==> src/rtl/audio_pkg.sv <==
// -----------------------------------------------------------------------------
// audio_pkg
//   Shared definitions for the multichannel sample reducer.
//   - MODE_* : reduction mode encodings (2'b11 behaves as AVERAGE)
//   - state_e : framing FSM states
//   - extract_sample() : sign-extends the MSB-justified sample field of a beat
// -----------------------------------------------------------------------------
package audio_pkg;

  localparam logic [1:0] MODE_AVERAGE = 2'b00;
  localparam logic [1:0] MODE_SELECT  = 2'b01;
  localparam logic [1:0] MODE_PEAK    = 2'b10;

  typedef enum logic {
    ST_COLLECT = 1'b0,
    ST_RESYNC  = 1'b1
  } state_e;

  // The sample sits in the top sw bits of a dw-bit beat. Shifting it to the
  // top of a 64-bit word and arithmetically shifting back yields the
  // sign-extended value; callers size-cast the result to their sample width.
  function automatic logic signed [63:0] extract_sample(
    input logic [63:0] tdata,
    input int unsigned dw,
    input int unsigned sw
  );
    logic signed [63:0] t;
    t = signed'(tdata << (64 - dw));
    return t >>> (64 - sw);
  endfunction

endpackage

==> src/rtl/sample_window_reducer.sv <==
// -----------------------------------------------------------------------------
// sample_window_reducer
//   Collapses a window of max(decim,1) completed frames into one result.
//   Controls (mode/sel/decim) are captured on the first frame of a window and
//   held until the window closes.
// Ports
//   i_clk, i_rst     : clock, synchronous active-high reset
//   i_frame_vld      : one completed, well-formed frame this cycle
//   i_avg            : floor average of the frame's channels
//   i_sel_val        : frame's sample on channel o_sel_eff
//   i_mode/i_sel/i_decim : live control inputs
//   o_sel_eff        : channel index in effect (sel >= NUM_CHANNELS -> 0)
//   o_load           : result valid (last frame of window)
//   o_result         : reduced mono sample
// -----------------------------------------------------------------------------
module sample_window_reducer
  import audio_pkg::*;
#(
  parameter int SAMPLE_WIDTH = 24,
  parameter int DECIM_WIDTH  = 8,
  parameter int NUM_CHANNELS = 2
) (
  input  logic                           i_clk,
  input  logic                           i_rst,
  input  logic                           i_frame_vld,
  input  logic signed [SAMPLE_WIDTH-1:0] i_avg,
  input  logic signed [SAMPLE_WIDTH-1:0] i_sel_val,
  input  logic [1:0]                     i_mode,
  input  logic [2:0]                     i_sel,
  input  logic [DECIM_WIDTH-1:0]         i_decim,
  output logic [((NUM_CHANNELS > 1) ? $clog2(NUM_CHANNELS) : 1)-1:0] o_sel_eff,
  output logic                           o_load,
  output logic signed [SAMPLE_WIDTH-1:0] o_result
);

  localparam int CH_W = (NUM_CHANNELS > 1) ? $clog2(NUM_CHANNELS) : 1;

  logic [DECIM_WIDTH-1:0]         r_win_cnt;
  logic [1:0]                     r_mode_h;
  logic [2:0]                     r_sel_h;
  logic [DECIM_WIDTH-1:0]         r_decim_h;
  logic signed [SAMPLE_WIDTH-1:0] r_peak;

  logic                           w_first;
  logic [1:0]                     w_mode;
  logic [2:0]                     w_sel_src;
  logic [DECIM_WIDTH-1:0]         w_decim;
  logic [DECIM_WIDTH-1:0]         w_win_len;
  logic                           w_win_last;
  logic signed [SAMPLE_WIDTH-1:0] w_fv;
  logic signed [SAMPLE_WIDTH-1:0] w_peak_nxt;

  // Magnitude one bit wider so that |most-negative| ranks above every other value.
  function automatic logic [SAMPLE_WIDTH:0] mag(input logic signed [SAMPLE_WIDTH-1:0] x);
    logic signed [SAMPLE_WIDTH:0] xe;
    xe = (SAMPLE_WIDTH+1)'(x);
    return (xe < 0) ? unsigned'(-xe) : unsigned'(xe);
  endfunction

  assign w_first    = (r_win_cnt == '0);
  assign w_mode     = w_first ? i_mode  : r_mode_h;
  assign w_sel_src  = w_first ? i_sel   : r_sel_h;
  assign w_decim    = w_first ? i_decim : r_decim_h;
  assign w_win_len  = (w_decim == '0) ? DECIM_WIDTH'(1) : w_decim;
  assign w_win_last = (r_win_cnt == (w_win_len - DECIM_WIDTH'(1)));

  assign o_sel_eff  = (32'(w_sel_src) >= 32'(NUM_CHANNELS)) ? '0 : w_sel_src[CH_W-1:0];

  // PEAK ranks frames by their AVERAGE reduction; a tie keeps the earlier frame.
  assign w_fv       = (w_mode == MODE_SELECT) ? i_sel_val : i_avg;
  assign w_peak_nxt = (w_first || (mag(w_fv) > mag(r_peak))) ? w_fv : r_peak;

  assign o_result   = (w_mode == MODE_PEAK) ? w_peak_nxt : w_fv;
  assign o_load     = i_frame_vld & w_win_last;

  always_ff @(posedge i_clk) begin
    if (i_rst) begin
      r_win_cnt <= '0;
    end else if (i_frame_vld) begin
      r_win_cnt <= w_win_last ? '0 : r_win_cnt + DECIM_WIDTH'(1);
    end
  end

  // Window state only matters once r_win_cnt is non-zero, so it needs no reset.
  always_ff @(posedge i_clk) begin
    if (i_frame_vld) begin
      r_peak <= w_peak_nxt;
      if (w_first) begin
        r_mode_h  <= i_mode;
        r_sel_h   <= i_sel;
        r_decim_h <= i_decim;
      end
    end
  end

endmodule

==> src/rtl/axis_multichannel_sample_reducer.sv <==
// -----------------------------------------------------------------------------
// axis_multichannel_sample_reducer
//   Reduces NUM_CHANNELS-beat interleaved AXI4-Stream frames to one signed mono
//   sample per decimation window (AVERAGE / SELECT / PEAK), with backpressure.
// Ports
//   S_AXIS_ACLK, S_AXIS_ARESET : clock, synchronous active-high reset
//   S_AXIS_T*                  : input channel beats, TLAST on last channel
//   M_AXIS_T*                  : reduced sample stream
//   mode, sel, decim           : reduction controls, sampled per window
//   frame_err                  : 1-cycle pulse per malformed frame
//   frames_dropped             : saturating malformed-frame count
// -----------------------------------------------------------------------------
module axis_multichannel_sample_reducer
  import audio_pkg::*;
#(
  parameter int DATA_WIDTH   = 32,
  parameter int SAMPLE_WIDTH = 24,
  parameter int NUM_CHANNELS = 2,
  parameter int DECIM_WIDTH  = 8,
  parameter int CNT_WIDTH    = 16
) (
  input  logic                    S_AXIS_ACLK,
  input  logic                    S_AXIS_ARESET,
  input  logic [DATA_WIDTH-1:0]   S_AXIS_TDATA,
  input  logic                    S_AXIS_TVALID,
  input  logic                    S_AXIS_TLAST,
  output logic                    S_AXIS_TREADY,
  output logic [SAMPLE_WIDTH-1:0] M_AXIS_TDATA,
  output logic                    M_AXIS_TVALID,
  input  logic                    M_AXIS_TREADY,
  input  logic [1:0]              mode,
  input  logic [2:0]              sel,
  input  logic [DECIM_WIDTH-1:0]  decim,
  output logic                    frame_err,
  output logic [CNT_WIDTH-1:0]    frames_dropped
);

  localparam int LOG2_CH = $clog2(NUM_CHANNELS);
  localparam int CH_W    = (NUM_CHANNELS > 1) ? LOG2_CH : 1;
  localparam int SUM_W   = SAMPLE_WIDTH + LOG2_CH;
  localparam logic [CH_W-1:0] CH_LAST = CH_W'(NUM_CHANNELS - 1);

  state_e                         r_state, w_state_nxt;
  logic [CH_W-1:0]                r_ch_cnt, w_ch_nxt;
  logic signed [SUM_W-1:0]        r_sum;
  logic signed [SAMPLE_WIDTH-1:0] r_chan [NUM_CHANNELS];
  logic                           r_vld_p0;
  logic signed [SAMPLE_WIDTH-1:0] r_out_p0;
  logic                           r_err;
  logic [CNT_WIDTH-1:0]           r_drop;

  logic                           w_acc;
  logic                           w_collect;
  logic                           w_frame_done;
  logic                           w_err;
  logic                           w_clr;
  logic signed [SAMPLE_WIDTH-1:0] w_samp;
  logic signed [SUM_W-1:0]        w_sum_nxt;
  logic signed [SAMPLE_WIDTH-1:0] w_avg;
  logic signed [SAMPLE_WIDTH-1:0] w_sel_val;
  logic [CH_W-1:0]                w_sel_eff;
  logic                           w_load;
  logic signed [SAMPLE_WIDTH-1:0] w_result;

  function automatic logic signed [SAMPLE_WIDTH-1:0] avg_floor(input logic signed [SUM_W-1:0] s);
    return SAMPLE_WIDTH'(s >>> LOG2_CH);
  endfunction

  function automatic logic [CNT_WIDTH-1:0] sat_inc(input logic [CNT_WIDTH-1:0] c);
    return (c == '1) ? c : c + CNT_WIDTH'(1);
  endfunction

  assign S_AXIS_TREADY = ~S_AXIS_ARESET & (~r_vld_p0 | M_AXIS_TREADY);
  assign w_acc         = S_AXIS_TVALID & S_AXIS_TREADY;
  assign w_collect     = w_acc & (r_state == ST_COLLECT);

  assign w_samp    = SAMPLE_WIDTH'(extract_sample(64'(S_AXIS_TDATA), DATA_WIDTH, SAMPLE_WIDTH));
  assign w_sum_nxt = r_sum + SUM_W'(w_samp);
  assign w_avg     = avg_floor(w_sum_nxt);
  // The completing beat is not yet in r_chan, so take it from the bus.
  assign w_sel_val = (w_sel_eff == r_ch_cnt) ? w_samp : r_chan[w_sel_eff];

  always_comb begin
    w_state_nxt  = r_state;
    w_ch_nxt     = r_ch_cnt;
    w_frame_done = 1'b0;
    w_err        = 1'b0;
    w_clr        = 1'b0;
    if (w_acc) begin
      case (r_state)
        ST_COLLECT: begin
          if (r_ch_cnt == CH_LAST) begin
            w_ch_nxt = '0;
            w_clr    = 1'b1;
            if (S_AXIS_TLAST) begin
              w_frame_done = 1'b1;
            end else begin
              w_err       = 1'b1;
              w_state_nxt = ST_RESYNC;
            end
          end else if (S_AXIS_TLAST) begin
            w_err    = 1'b1;
            w_ch_nxt = '0;
            w_clr    = 1'b1;
          end else begin
            w_ch_nxt = r_ch_cnt + CH_W'(1);
          end
        end
        ST_RESYNC: begin
          if (S_AXIS_TLAST) begin
            w_state_nxt = ST_COLLECT;
            w_ch_nxt    = '0;
          end
        end
        default: w_state_nxt = ST_COLLECT;
      endcase
    end
  end

  always_ff @(posedge S_AXIS_ACLK) begin
    if (S_AXIS_ARESET) begin
      r_state  <= ST_COLLECT;
      r_ch_cnt <= '0;
    end else begin
      r_state  <= w_state_nxt;
      r_ch_cnt <= w_ch_nxt;
    end
  end

  always_ff @(posedge S_AXIS_ACLK) begin
    if (S_AXIS_ARESET) begin
      r_sum <= '0;
    end else if (w_clr) begin
      r_sum <= '0;
    end else if (w_collect) begin
      r_sum <= w_sum_nxt;
    end
  end

  always_ff @(posedge S_AXIS_ACLK) begin
    if (w_collect) begin
      r_chan[r_ch_cnt] <= w_samp;
    end
  end

  sample_window_reducer #(
    .SAMPLE_WIDTH (SAMPLE_WIDTH),
    .DECIM_WIDTH  (DECIM_WIDTH),
    .NUM_CHANNELS (NUM_CHANNELS)
  ) u_reducer (
    .i_clk       (S_AXIS_ACLK),
    .i_rst       (S_AXIS_ARESET),
    .i_frame_vld (w_frame_done),
    .i_avg       (w_avg),
    .i_sel_val   (w_sel_val),
    .i_mode      (mode),
    .i_sel       (sel),
    .i_decim     (decim),
    .o_sel_eff   (w_sel_eff),
    .o_load      (w_load),
    .o_result    (w_result)
  );

  // ---- stage p0: output holding register ----
  // A load only happens when the previous result is gone or leaving this cycle.
  always_ff @(posedge S_AXIS_ACLK) begin
    if (S_AXIS_ARESET) begin
      r_vld_p0 <= 1'b0;
      r_out_p0 <= '0;
      r_err    <= 1'b0;
      r_drop   <= '0;
    end else begin
      if (w_load) begin
        r_vld_p0 <= 1'b1;
        r_out_p0 <= w_result;
      end else if (M_AXIS_TREADY) begin
        r_vld_p0 <= 1'b0;
      end
      r_err <= w_err;
      if (w_err) begin
        r_drop <= sat_inc(r_drop);
      end
    end
  end

  assign M_AXIS_TVALID  = r_vld_p0;
  assign M_AXIS_TDATA   = r_out_p0;
  assign frame_err      = r_err;
  assign frames_dropped = r_drop;

endmodule

==> config.mk <==
export PLATFORM = sky130hd
export DESIGN_NAME = axis_multichannel_sample_reducer
export DESIGN_NICKNAME = d
export VERILOG_FILES = /design/src/rtl/audio_pkg.sv /design/src/rtl/sample_window_reducer.sv /design/src/rtl/axis_multichannel_sample_reducer.sv
export SDC_FILE = /design/constraint.sdc
export NUM_CORES = 1
export LEC_CHECK = 0
export BUFFER_PORTS_ARGS = -buffer_cell sky130_fd_sc_hd__buf_2
export CAP_MARGIN = 10
export CORE_AREA = 3 3 142 282
export CTS_BUF_LIST = sky130_fd_sc_hd__clkbuf_2 sky130_fd_sc_hd__clkbuf_4 sky130_fd_sc_hd__clkbuf_8
export DETAILED_ROUTE_END_ITERATION = 8
export DIE_AREA = 0 0 145 285
export SKIP_CTS_REPAIR_TIMING = 1
export SLEW_MARGIN = 10
export SYNTH_ARGS = -nofsm -noshare
export SYNTH_HDL_FRONTEND = slang
export SYNTH_SLANG_ARGS = --single-unit
==> constraint.sdc <==
create_clock -name S_AXIS_ACLK -period 5.9 [get_ports S_AXIS_ACLK]
set_input_delay 1.18 -clock S_AXIS_ACLK [delete_from_list [all_inputs] [get_ports S_AXIS_ACLK]]
set_output_delay 1.18 -clock S_AXIS_ACLK [all_outputs]
set_load 0.005 [all_outputs]
# Word level (Yosys, flattened, before mapping)
# Memory sizes are Yosys's and may differ from the RTL's.
# Cells that the tools add are included.
[word_totals] regBits=114 latchBits=0 mem_bits_rw=48 mem_bits_ro=0 elab_cells=79 memories=1
[memory_table] memory="r_chan" words=2 word_bits=24 read_ports=1 rd_ports_with_merged_regs=0 wr=1 line_no="axis_multichannel_sample_reducer.sv:46" source="logic signed [SAMPLE_WIDTH-1:0] r_chan [NUM_CHANNELS];"
[op_classes] add_sub_neg=7 multipliers=0 n_div=0 n_lt_le_gt_ge=4 eq_ne=6 n_shift=0 n_mux=33 bitwise_logic=9 n_reduce_logical=7
[op_table] cell="$mux W24" count=4
[op_table] cell="$mux W25" count=2
[op_table] cell="$neg A24 Y25" count=2
[op_table] cell="$lt A24 B1 Y1 const B" count=2
[op_table] cell="$add A25 B24 Y25" count=1
[op_table] cell="$gt A25 B25 Y1" count=1
[op_table] cell="$mux W8" count=3
[op_table] cell="$mux W1" count=20
[op_table] cell="$add A16 B1 Y16 const B" count=1
[op_table] cell="$eq A16 B16 Y1 const B" count=1
[op_table] cell="$logic_not A8 Y1" count=2
[op_table] cell="$add A8 B1 Y8 const B" count=1
[op_table] cell="$eq A8 B8 Y1" count=1
[op_table] cell="$sub A8 B1 Y8 const B" count=1
[op_table] cell="$and A1 B1 Y1" count=4
[op_table] cell="$not A1 Y1" count=4
[op_table] cell="$pmux W1 S2" count=2
[op_table] cell="$reduce_and A2 Y1" count=2
[op_table] cell="$ge A3 B2 Y1 const B" count=1
[op_table] cell="$mux W3" count=1
[op_table] cell="$eq A2 B1 Y1 const B" count=1
[op_table] cell="$eq A2 B2 Y1 const B" count=1
[op_table] cell="$mux W2" count=1
[op_table] cell="$ne A2 B2 Y1 const B" count=1
[op_table] cell="6 further kinds" count=6

# Logic depth before layout (Yosys ltp)
# Gate-level depths: netlist (run 1).
[depth] depth_word=13 depth_mapped=30 depth_no_buf=24

# Cells and area by module
# Synthesis (run 1) repeated with hierarchy kept, for this count alone.
[hier_totals] hier_cells=1218 area_unflattened_um2=11094.4
[modules_own_cells] module="axis_multichannel_sample_reducer" instances=1 cells_per_inst=663 area_per_inst_um2=6339.8 seq_area_each_um2=2822.7
[modules_own_cells] module="sample_window_reducer" instances=1 cells_per_inst=555 area_per_inst_um2=4754.6 seq_area_each_um2=1271.2

# Worst setup path after synthesis (run 1)
# OpenSTA, ideal clock, no wires.
[synth_timing] path_kind="input port to flip-flop" from="input S_AXIS_TDATA[8]" to="register r_out_p0[19] (netlist: M_AXIS_TDATA[19])" setup_time_ns=0.132 arrival_time_ns=6.040 slack_ns=-0.272 cell_stages=25 path_buffers=3 path_cell_list="ha_1 -> inv_1 -> fa_1 -> nor2b_1 -> o31a_1 -> o211ai_1 -> a21oi_1 -> mux2_2 -> or2_2 -> o221a_2 -> clkbuf_1 -> a31oi_1 -> xor2_1 -> ha_1 -> a21o_1 -> a21o_1 -> a21oi_1 -> o21ai_0 -> a21oi_1 -> o21a_1 -> buf_2 -> nand2_1 -> clkbuf_1 -> o211ai_1 -> a21oi_1"
[synth_via] elab_chain_len=8
[synth_lines] item="start: declaration" line_no="axis_multichannel_sample_reducer.sv:24" source="input logic [DATA_WIDTH-1:0] S_AXIS_TDATA,"
[synth_lines] item="$add A25 B24 Y25 or $mux W24 (tied branches)" line_no="axis_multichannel_sample_reducer.sv:78, axis_multichannel_sample_reducer.sv:81"
[synth_lines] item="$mux W24 (*)" line_no="sample_window_reducer.sv:70" source="assign w_fv = (w_mode == MODE_SELECT) ? i_sel_val : i_avg;"
[synth_lines] item="$neg A24 Y25 or $lt A24 B1 Y1 (tied branches)" line_no="sample_window_reducer.sv:57" source="return (xe < 0) ? unsigned'(-xe) : unsigned'(xe);"
[synth_lines] item="$mux W25" line_no="sample_window_reducer.sv:57"
[synth_lines] item="$gt A25 B25 Y1" line_no="sample_window_reducer.sv:71" source="assign w_peak_nxt = (w_first || (mag(w_fv) > mag(r_peak))) ? w_fv : r_peak;"
[synth_lines] item="$logic_or A1 B1 Y1" line_no="sample_window_reducer.sv:71"
[synth_lines] item="$mux W24" line_no="sample_window_reducer.sv:71"
[synth_lines] item="$mux W24 (*)" line_no="sample_window_reducer.sv:73" source="assign o_result = (w_mode == MODE_PEAK) ? w_peak_nxt : w_fv;"
[synth_lines] item="end signal: assignment" line_no="axis_multichannel_sample_reducer.sv:175" source="r_out_p0 <= w_result;"
[synth_lines] item="end: declaration" line_no="axis_multichannel_sample_reducer.sv:48" source="logic signed [SAMPLE_WIDTH-1:0] r_out_p0;"
# Every way passes the cells marked *; elsewhere a longest branch is shown, timed or not.
# A chain may end at the register's enable or synchronous reset.

# Worst setup path in the final report (run 1)
[layout_timing] from="input S_AXIS_TDATA[9]" to="register r_out_p0[2] (netlist: M_AXIS_TDATA[2])"
[layout_via] elab_chain_len=8
[layout_lines] item="$add A25 B24 Y25 or $mux W24 (tied branches)" line_no="axis_multichannel_sample_reducer.sv:78, axis_multichannel_sample_reducer.sv:81"
[layout_lines] item="$mux W24 (*)" line_no="sample_window_reducer.sv:70"
[layout_lines] item="$neg A24 Y25 or $lt A24 B1 Y1 (tied branches)" line_no="sample_window_reducer.sv:57"
[layout_lines] item="$mux W25" line_no="sample_window_reducer.sv:57"
[layout_lines] item="$gt A25 B25 Y1" line_no="sample_window_reducer.sv:71"
[layout_lines] item="$logic_or A1 B1 Y1" line_no="sample_window_reducer.sv:71"
[layout_lines] item="$mux W24 (*)" line_no="sample_window_reducer.sv:71"
[layout_lines] item="via u_reducer.w_peak_nxt[2]" line_no="sample_window_reducer.sv:51" source="logic signed [SAMPLE_WIDTH-1:0] w_peak_nxt;"
[layout_lines] item="$mux W24 (*)" line_no="sample_window_reducer.sv:73"
# Mark *: on every way through the listed nets, which the timed path passes. The rest lies on a longest branch.

==> results.json, run 1 <==
{
  "outcome": "complete, no violations",
  "rows": 101,
  "synth_compound_area_frac": 0.2253,
  "end_kind": "register",
  "synth.cell_area_sq_um": 11400,
  "portBuffers": 84,
  "hpwl_mm": 30.51,
  "grt_start_max_net_pins": 37,
  "finalPower_w": 0.003312,
  "cp_num_buf_inv": 6,
  "fp.dieH_um": 285,
  "cts_inserted_buffers": 17,
  "top_layer": "met4",
  "grt_pass1_vias": 11370,
  "worstHoldStart": "M_AXIS_TDATA[5]",
  "drt-pass1-iter-count": 5,
  "cp_slowest_cell": "o211ai_1",
  "drv_cap": 0,
  "synth-seq-cells": 162,
  "insertion_delay_ns": 0.52,
  "nets": 1699,
  "min_period_ns": 5.740,
  "cts_tree": "built",
  "final.setup_skew_ns": 0.01575,
  "cpPeakStageDelay_ns": 0.48,
  "synthXorXnorAreaFrac": 0.06473,
  "grt_pass1_wl_mm": 60.88,
  "grt.total_usage": 0.1844,
  "slew_headroom": 0.4790,
  "muxShareOfSynthArea": 0.02962,
  "drt-total-wl_mm": 38.90,
  "ir_drop_mv": 0.1247,
  "die_area_sq_um": 41330,
  "cp-startpoint": "S_AXIS_TDATA[9]",
  "dieWidth_um": 145,
  "synthAdderAreaFrac": 0.06539,
  "wire_per_inst_um": 18.36,
  "final-setup-viol-count": 0,
  "layout-drive-gt1-share": 0.2751,
  "clock-root-buffer": "clkbuf_8",
  "syn_area_per_cell_sq_um": 8.640,
  "leakage_nw": 6.093,
  "path_class": "in -> reg",
  "synth_top_family_by_area": "compound AO/OA/AOI/OAI gates",
  "hold_viol": 0,
  "powerDensity_nw_per_um2": 227.1,
  "final_core_util": 0.3834,
  "synth_edf_count": 85,
  "cts_htree_levels": 4,
  "placed_area_sq_um": 13990,
  "final_cells": 2119,
  "vias": 11210,
  "pin_count": 93,
  "cts.reportedPaths.clkPinSlew_ns": 0.10,
  "met2_wirelength_mm": 21.76,
  "finalCritPeriodShare": 0.9729,
  "initial_core_util": 0.2998,
  "maxSlewViolCount": 0,
  "cp-start-kind": "input pin",
  "core-area_sq_um": 38040,
  "whs_ns": 0.4489,
  "ys_seq_area_frac": 0.3590,
  "ys.warnings.count": 0,
  "cts_buffer_depth": 2,
  "viasPerCell": 5.289,
  "cp_common_cell": "buf_4",
  "critPathArrivalTime_ns": 6.14,
  "async_flop_share": 0,
  "ant_nets": 0,
  "synthFlopType": "edfxtp_1",
  "wl_met1_mm": 13.65,
  "gp_congestion": 0.9138,
  "dp.cells": 2079,
  "area_growth_pct": 27.87,
  "nFillCells": 3861,
  "crit_fanout": 6,
  "drc_errors": 0,
  "syn_nets": 1429,
  "cp.required_ns": 6.30,
  "fin_area_sq_um": 14580,
  "overflow": 0,
  "max_freq_mhz": 174.2,
  "drt_iter0_markers": 709,
  "rr_startpoint": "u_reducer.r_win_cnt[0]",
  "synth_cell_types": 95,
  "cpLargestDelayFamily": "compound AO/OA/AOI/OAI gates",
  "wl_met3_mm": 1.150,
  "antenna_found_initial": 1,
  "tightest_slew_ns": 0.7815,
  "hold_path_class": "reg -> reg",
  "synth_cells": 1320,
  "clkSinkCount": 162,
  "synthSimpleGateAreaFrac": 0.2158
}
==> per-layer routing <==
layer,track usage,vias up
met1,0.1787,5339
met5,0,-
met3,0.02035,104
met2,0.3627,316
li1,-,5449
met4,0.1199,0
==> synth_stat cells, drive strengths merged (15+ instances only) <==
| library cell | number | area, sq um |
|---|---|---|
| a211oi | 26 | 212.7 |
| inv | 31 | 116.4 |
| o21ai | 75 | 390.4 |
| a21oi | 121 | 605.6 |
| mux2i | 18 | 180.2 |
| xor2 | 49 | 429.2 |
| nand2 | 163 | 614.3 |
| nand3 | 32 | 160.2 |
| a21o | 28 | 210.2 |
| clkbuf | 49 | 183.9 |
| nor2 | 106 | 400.4 |
| or3 | 19 | 118.9 |
| buf | 27 | 146.4 |
| dfxtp | 77 | 1541 |
| o211ai | 26 | 195.2 |
| xnor2 | 30 | 262.8 |
| edfxtp | 85 | 2552 |
| nand4 | 19 | 118.9 |
| ha | 58 | 725.7 |
| nor3 | 48 | 261.5 |
| and3 | 15 | 93.84 |
==> registers in the layout, summed over array words and instances (netlist names) <==
register and cells:
u_reducer.r_peak 24, u_reducer.r_win_cnt 8, u_reducer.r_mode_h 2, frames_dropped 16
frame_err 1, r_ch_cnt 1, r_state 1, M_AXIS_TVALID 1
r_chan 48, r_sum 25, u_reducer.r_sel_h 3, u_reducer.r_decim_h 8
M_AXIS_TDATA 24
==> metrics by stage <==
step | TNS (ns) | worst slack [ns]
after global routing | -1.019 | -0.09061
after CTS | -1.338 | -0.1284
after floorplan | 0 | 0.003025
after detailed placement | -25.11 | -0.6451
final | 0 | 0.1601
after global placement | -22.74 | -0.5863
==> worst min-delay path, delay by kind of cell (launching register included) <==
kind / cells / cell delay [ns]
flip-flops: 1 / 0.32
AND/OR/NAND/NOR: 1 / 0.05
AO/OA/AOI/OAI: 1 / 0.05
==> cells by family after synthesis <==
group                    count (synthesis)
AND/OR/NAND/NOR                        487
multiplexers                            32
other                                    2
XOR/XNOR                                81
flip-flops                             162
AO/OA/AOI/OAI                          389
buffers and inverters                  108
adder cells (fa/ha/maj)                 59
==> power by group <==
part	leakage [nW]	switching [W]	total [W]	internal, W
Sequential	1.40	0.0000180	0.00124	0.00123
Combinational	4.48	0.000634	0.00117	0.000537
Clock	0.215	0.000533	0.000897	0.000364
==> area by class of cell <==
class	instances	area [sq um]	share of cell area
inverters	32	120.1	0.008237
clock inverters	15	187.7	0.01287
repair buffers	326	2273	0.1559
multi-input cells	1051	7025	0.4818
diodes	1	2.502	0.0001716
well taps	515	644.4	0.04419
flip-flops and latches	162	4095	0.2808
clock buffers	17	234.0	0.01604
==> worst paths after layout <==
check,endpoint,slack [ns],cells after the start
min reg2reg,M_AXIS_TDATA[5],0.45,2
max,M_AXIS_TDATA[2],0.16,25
min,M_AXIS_TDATA[5],0.45,2
max reg2reg,M_AXIS_TDATA[2],0.42,28
==> cell usage in the layout (no fill, tap or decap), drive strengths merged, types with 40 or more instances in the layout <==
cell    synthesis  routed
buf            27     326
nand2         163     163
a21oi         121     121
nor2          106     106
edfxtp         85      85
dfxtp          77      77
o21ai          75      75
ha             58      58
xor2           49      49
nor3           48      48
inv            31      40
Note: power is estimated with default switching activity, not from simulation.
==> run 2: changes to the inputs <==
CORE_AREA = 3 3 111 220   (was 3 3 142 282)
DIE_AREA = 0 0 114 223   (was 0 0 145 285)
PLACE_DENSITY = 0.7   (was default)
==> run 2 against run 1 <==
- via count down 0.91%
- clock skew about the same
- first-iteration DRC count up 9.9%
==> results.json, run 2 (synthesis gave the netlist of run 1 again) <==
{
  "outcome": "complete, no violations",
  "met1_usage": 0.2763,
  "cts.reportedPaths.clkPinSlew_ns": 0.08,
  "grt_pass1_wl_mm": 54.96,
  "cp.required_ns": 6.28,
  "slew_headroom": 0.4987,
  "largest-register": "r_chan",
  "dp.cells": 1808,
  "nets": 1660,
  "drv_cap": 0,
  "leakage_nw": 5.893,
  "tightest_slew_ns": 0.7418,
  "cpLargestDelayFamily": "compound AO/OA/AOI/OAI gates",
  "path_class": "in -> reg",
  "top_usage_layer": "met2",
  "antenna_found_initial": 0,
  "grt.total_usage": 0.2721,
  "gp_congestion": 0.9437,
  "min_path_cells": 2,
  "cts_htree_levels": 4,
  "r2r_end": "M_AXIS_TDATA[2]",
  "die_area_sq_um": 25420,
  "clkSinkCount": 162,
  "mostFrequentLayoutCell": "buf_4",
  "dieWidth_um": 114,
  "hpwl_mm": 26.98,
  "powerDensity_nw_per_um2": 233.8,
  "insertion_delay_ns": 0.50,
  "hold_viol": 0,
  "maxSlewViolCount": 0,
  "crit_fanout": 6,
  "layout-drive-gt1-share": 0.2500,
  "hold_path_class": "reg -> reg",
  "portBuffers": 84,
  "fp.dieH_um": 223,
  "drt-total-wl_mm": 34.89,
  "largest_reg_flops": 48,
  "final-setup-viol-count": 0,
  "end_kind": "register",
  "clock-root-buffer": "clkbuf_8",
  "wire_per_inst_um": 18.92,
  "pin_count": 93,
  "area_growth_pct": 22.11,
  "cp_slowest_cell": "or3_1",
  "vias": 11110,
  "grtUsageMet2": 0.5066,
  "rows": 78,
  "ant_nets": 0,
  "core-area_sq_um": 22840,
  "pre_cts_ws_ns": -0.5027,
  "rsz0062_at_grt": "false",
  "reg2reg_depth": 25,
  "mostFrequentLayoutCells": "buf_4 (201), nand2_1 (161), a21oi_1 (119), nor2_1 (103), edfxtp_1 (85)",
  "fin_tns_setup_ns": 0,
  "ir_drop_mv": 0.1987,
  "drc_errors": 0,
  "cpPeakStageDelay_ns": 0.39,
  "grt_pass1_vias": 11100,
  "cts_buffer_depth": 2,
  "hold_path_end": "M_AXIS_TDATA[9]",
  "cp-start-kind": "input pin",
  "worst_slack_ns": 0.2093,
  "worstHoldStart": "M_AXIS_TDATA[9]",
  "initial_core_util": 0.4994,
  "reg_top3": "r_chan x48, r_sum x25",
  "drt_iter0_markers": 779,
  "drt-pass1-iter-count": 5,
  "cts_tree": "built",
  "final.setup_skew_ns": 0.01584,
  "ff2ff_setup_slack_ns": 0.29,
  "min_period_ns": 5.691,
  "cts_inserted_buffers": 17,
  "max_freq_mhz": 175.7,
  "rr_startpoint": "u_reducer.r_win_cnt[1]",
  "critPathArrivalTime_ns": 6.07,
  "grt_use_met3": 0.04017,
  "final_cells": 1844,
  "grt_start_max_net_pins": 41,
  "diodes": 0,
  "overflow": 0,
  "cp_num_buf_inv": 4,
  "finalCritPeriodShare": 0.9645,
  "viasPerCell": 6.023
}
-- run 2: changes by cell type in the layout (fill, tap and decap cells not counted), sizes merged --
cell    delta
buf       -39
clkbuf     +5
bufinv     +2
diode      -1
clkinv     -2
nand2      +1
o221a      -1
inv        -5
-- run 2: layer usage --
metal / share of wire / vias up
li1: - / 5352
met1: 0.37 / 5301
met2: 0.54 / 330
met3: 0.035 / 123
met4: 0.062 / 0
met5: 0 / -
-- run 2: power breakdown --
part | switching [W] | total, W | leakage [nW] | internal, W
logic | 0.000613 | 0.00111 | 4.27 | 0.000501
clock network | 0.000442 | 0.000899 | 0.223 | 0.000457
registers | 0.0000178 | 0.00124 | 1.40 | 0.00122
-- run 2: metrics by stage --
| stage | area, sq um | total power, W | util | hold WS, ns |
|---|---|---|---|---|
| 2_1_floorplan | 11430 | 0.001927 | - | 0.4400 |
| 3_3_place_gp | 13410 | 0.002320 | 0.5872 | 0.4386 |
| 3_5_place_dp | 13410 | 0.002347 | 0.5872 | 0.4438 |
| 4_1_cts | 13840 | 0.003241 | 0.6060 | 0.4549 |
| 5_1_grt | 13930 | 0.003416 | 0.6098 | 0.4766 |
| 6_report | 13930 | 0.003256 | 0.6098 | 0.4488 |
-- run 2: tightest hold or removal path, cell delays in order, from the launching register on --
cell	delay, ns
dfxtp_1	0.31
nand2_1	0.05
a21oi_1	0.05
-- run 2: layout make-up --
type                            instances  area, sq um
Fill cell                            2064         8911
Clock buffer                           22        281.5
Multi-Input combinational cell       1051         6972
Inverter                               32        120.1
Clock inverter                         10        146.4
Tap cell                              280        350.3
Timing Repair Buffer                  287         1961
Sequential cell                       162         4095
-- run 2: worst max-delay path by stage --
stage	from	end	slack (ns)	depth (start not counted)
final	S_AXIS_TDATA[8]	M_AXIS_TDATA[2]	0.21	25
after global routing	S_AXIS_TDATA[9]	u_reducer.r_peak[17]	0.03	25
after CTS	S_AXIS_TDATA[8]	M_AXIS_TDATA[9]	0.03	24
after detailed placement	S_AXIS_TDATA[8]	M_AXIS_TDATA[9]	-0.50	24
after global placement	S_AXIS_TDATA[8]	M_AXIS_TDATA[9]	-0.40	24
after floorplan	S_AXIS_TDATA[8]	M_AXIS_TDATA[19]	0.003	25
==> run 3: changes to the inputs <==
CELL_PAD_IN_SITES_DETAIL_PLACEMENT = 1   (was default)
CELL_PAD_IN_SITES_GLOBAL_PLACEMENT = 2   (was default)
CORE_AREA = 3 3 132 262   (was 3 3 111 220)
DIE_AREA = 0 0 135 265   (was 0 0 114 223)
PLACE_DENSITY = default   (was 0.7)
PLACE_DENSITY_LB_ADDON = 0.1   (was default)
==> run 3 against run 2 <==
- via count rose by 2.1%
- count of clock-buffer cells in the layout fell by 5
- clock skew fell by 0.00091 ns
- routed wire length rose by 21%
- clock power barely moved
- sequential share of layout area fell by 1.9 points
- first-iteration DRC count fell by 24%
- design area rose by 7.0%
- sequential power barely moved
- critical endpoint is now u_reducer.r_peak[17]
- largest power group is now combinational cells
==> results.json, run 3 (synthesis gave the netlist of run 1 again) <==
{
  "drv_cap": 0,
  "powerDensity_nw_per_um2": 228.6,
  "cpLargestDelayFamily": "buffers and inverters",
  "hpwl_mm": 33.32,
  "insertion_delay_ns": 0.52,
  "placed_area_sq_um": 14070,
  "grt_pass1_wl_mm": 66.81,
  "rr_startpoint": "u_reducer.r_win_cnt[1]",
  "mostFrequentLayoutCells": "buf_4 (276), nand2_1 (161), a21oi_1 (113), nor2_1 (100), edfxtp_1 (85)",
  "cts_inserted_buffers": 17,
  "ir_drop_mv": 0.1648,
  "r2r_end": "u_reducer.r_peak[21]",
  "ant_nets": 0,
  "finalPower_w": 0.003405,
  "end_kind": "register",
  "path_class": "in -> reg",
  "final.setup_skew_ns": 0.01493,
  "fin_area_sq_um": 14900,
  "cp-startpoint": "S_AXIS_TDATA[8]",
  "ff2ff_setup_slack_ns": 0.43,
  "cp-start-kind": "input pin",
  "outcome": "complete, no violations",
  "hold_viol": 0,
  "cts_tree": "built",
  "reg_top3": "r_chan x48, r_sum x25",
  "core-area_sq_um": 32810,
  "cts_htree_levels": 4,
  "cp_num_buf_inv": 9,
  "drt-total-wl_mm": 42.14,
  "drc_errors": 0,
  "gp_congestion": 0.8797,
  "leakage_nw": 6.309,
  "cts_buffer_depth": 2,
  "path_depth": 26,
  "final-setup-viol-count": 0,
  "rows": 94,
  "antenna_found_initial": 1,
  "cts.reportedPaths.clkPinSlew_ns": 0.10,
  "nFillCells": 3913,
  "cpPeakStageDelay_ns": 0.37,
  "viasPerCell": 5.464,
  "final_core_util": 0.4541,
  "mostFrequentLayoutCell": "buf_4",
  "crit_fanout": 8,
  "pin_count": 93,
  "vias": 11340,
  "critPathArrivalTime_ns": 5.93,
  "hold_path_class": "reg -> reg",
  "largest_reg_flops": 48,
  "overflow": 0,
  "maxSlewViolCount": 0,
  "slew_headroom": 0.3475,
  "layout-drive-gt1-share": 0.3045,
  "portBuffers": 84,
  "crit_end": "u_reducer.r_peak[17]",
  "grt_pass1_vias": 12240,
  "grt.total_usage": 0.2384,
  "cp.required_ns": 6.18,
  "max_freq_mhz": 176.7,
  "grt_start_max_net_pins": 42,
  "wire_per_inst_um": 20.31,
  "clock-root-buffer": "clkbuf_8",
  "reg2reg_depth": 30,
  "die_area_sq_um": 35780,
  "drt-pass1-iter-count": 5,
  "tightest_slew_ns": 0.9750,
  "dieWidth_um": 135,
  "finalCritPeriodShare": 0.9590,
  "area_growth_pct": 30.64,
  "cp_slowest_cell": "fa_2",
  "cp_common_cell": "buf_4",
  "initial_core_util": 0.3476,
  "min_period_ns": 5.658,
  "fp.dieH_um": 265,
  "clkSinkCount": 162,
  "nets": 1738,
  "largest-register": "r_chan",
  "drt_iter0_markers": 589
}
run 3: worst min-delay path by stage:
stage / from / endpoint / slack, ns / depth (start not counted)
after CTS: M_AXIS_TDATA[14] / M_AXIS_TDATA[14] / 0.46 / 2
final: M_AXIS_TDATA[8] / M_AXIS_TDATA[8] / 0.45 / 2
after global routing: M_AXIS_TDATA[11] / M_AXIS_TDATA[11] / 0.47 / 2
after detailed placement: M_AXIS_TDATA[14] / M_AXIS_TDATA[14] / 0.44 / 2
after global placement: M_AXIS_TDATA[14] / M_AXIS_TDATA[14] / 0.44 / 2
after floorplan: r_sum[0] / r_sum[0] / 0.44 / 2
run 3: cell type report:
type	count	area (sq um)	area share
tap	432	540.5	0.03628
multi-input combinational	1050	7164	0.4809
sequential	162	4095	0.2749
antenna	1	2.502	0.0001680
timing repair buffer	366	2577	0.1730
clock inverter	15	165.2	0.01108
clock buffer	17	234.0	0.01570
inverter	32	120.1	0.008062
run 3: layer usage:
metal,track usage,vias to the layer above,part of all wire
li1,-,5499,-
met1,0.2489,5615,0.37
met2,0.4804,159,0.58
met3,0.02526,65,0.018
met4,0.08045,0,0.031
met5,0,-,0
run 3: tightest hold or removal path, delay by kind of cell (launching register included):
| kind | cells | cell delay (ns) |
|---|---|---|
| simple gates | 1 | 0.05 |
| compound gates | 1 | 0.05 |
| flops | 1 | 0.32 |
run 3: power breakdown:
| part | internal, W | switching, W |
|---|---|---|
| logic | 0.000586 | 0.000678 |
| clock network | 0.000388 | 0.000511 |
| registers | 0.00123 | 0.0000167 |
| total | 0.00220 | 0.00121 |
run 3: stage by stage:
step	worst slack [ns]	cells	hold WS [ns]	TNS (ns)
floorplan	0.003025	1320	0.4400	0
global placement	-0.7652	2022	0.4396	-32.54
detailed placement	-0.8533	2022	0.4421	-34.82
CTS	-0.3066	2054	0.4563	-8.361
global route	-0.02681	2075	0.4656	-0.06511
finish	0.2420	2075	0.4521	0
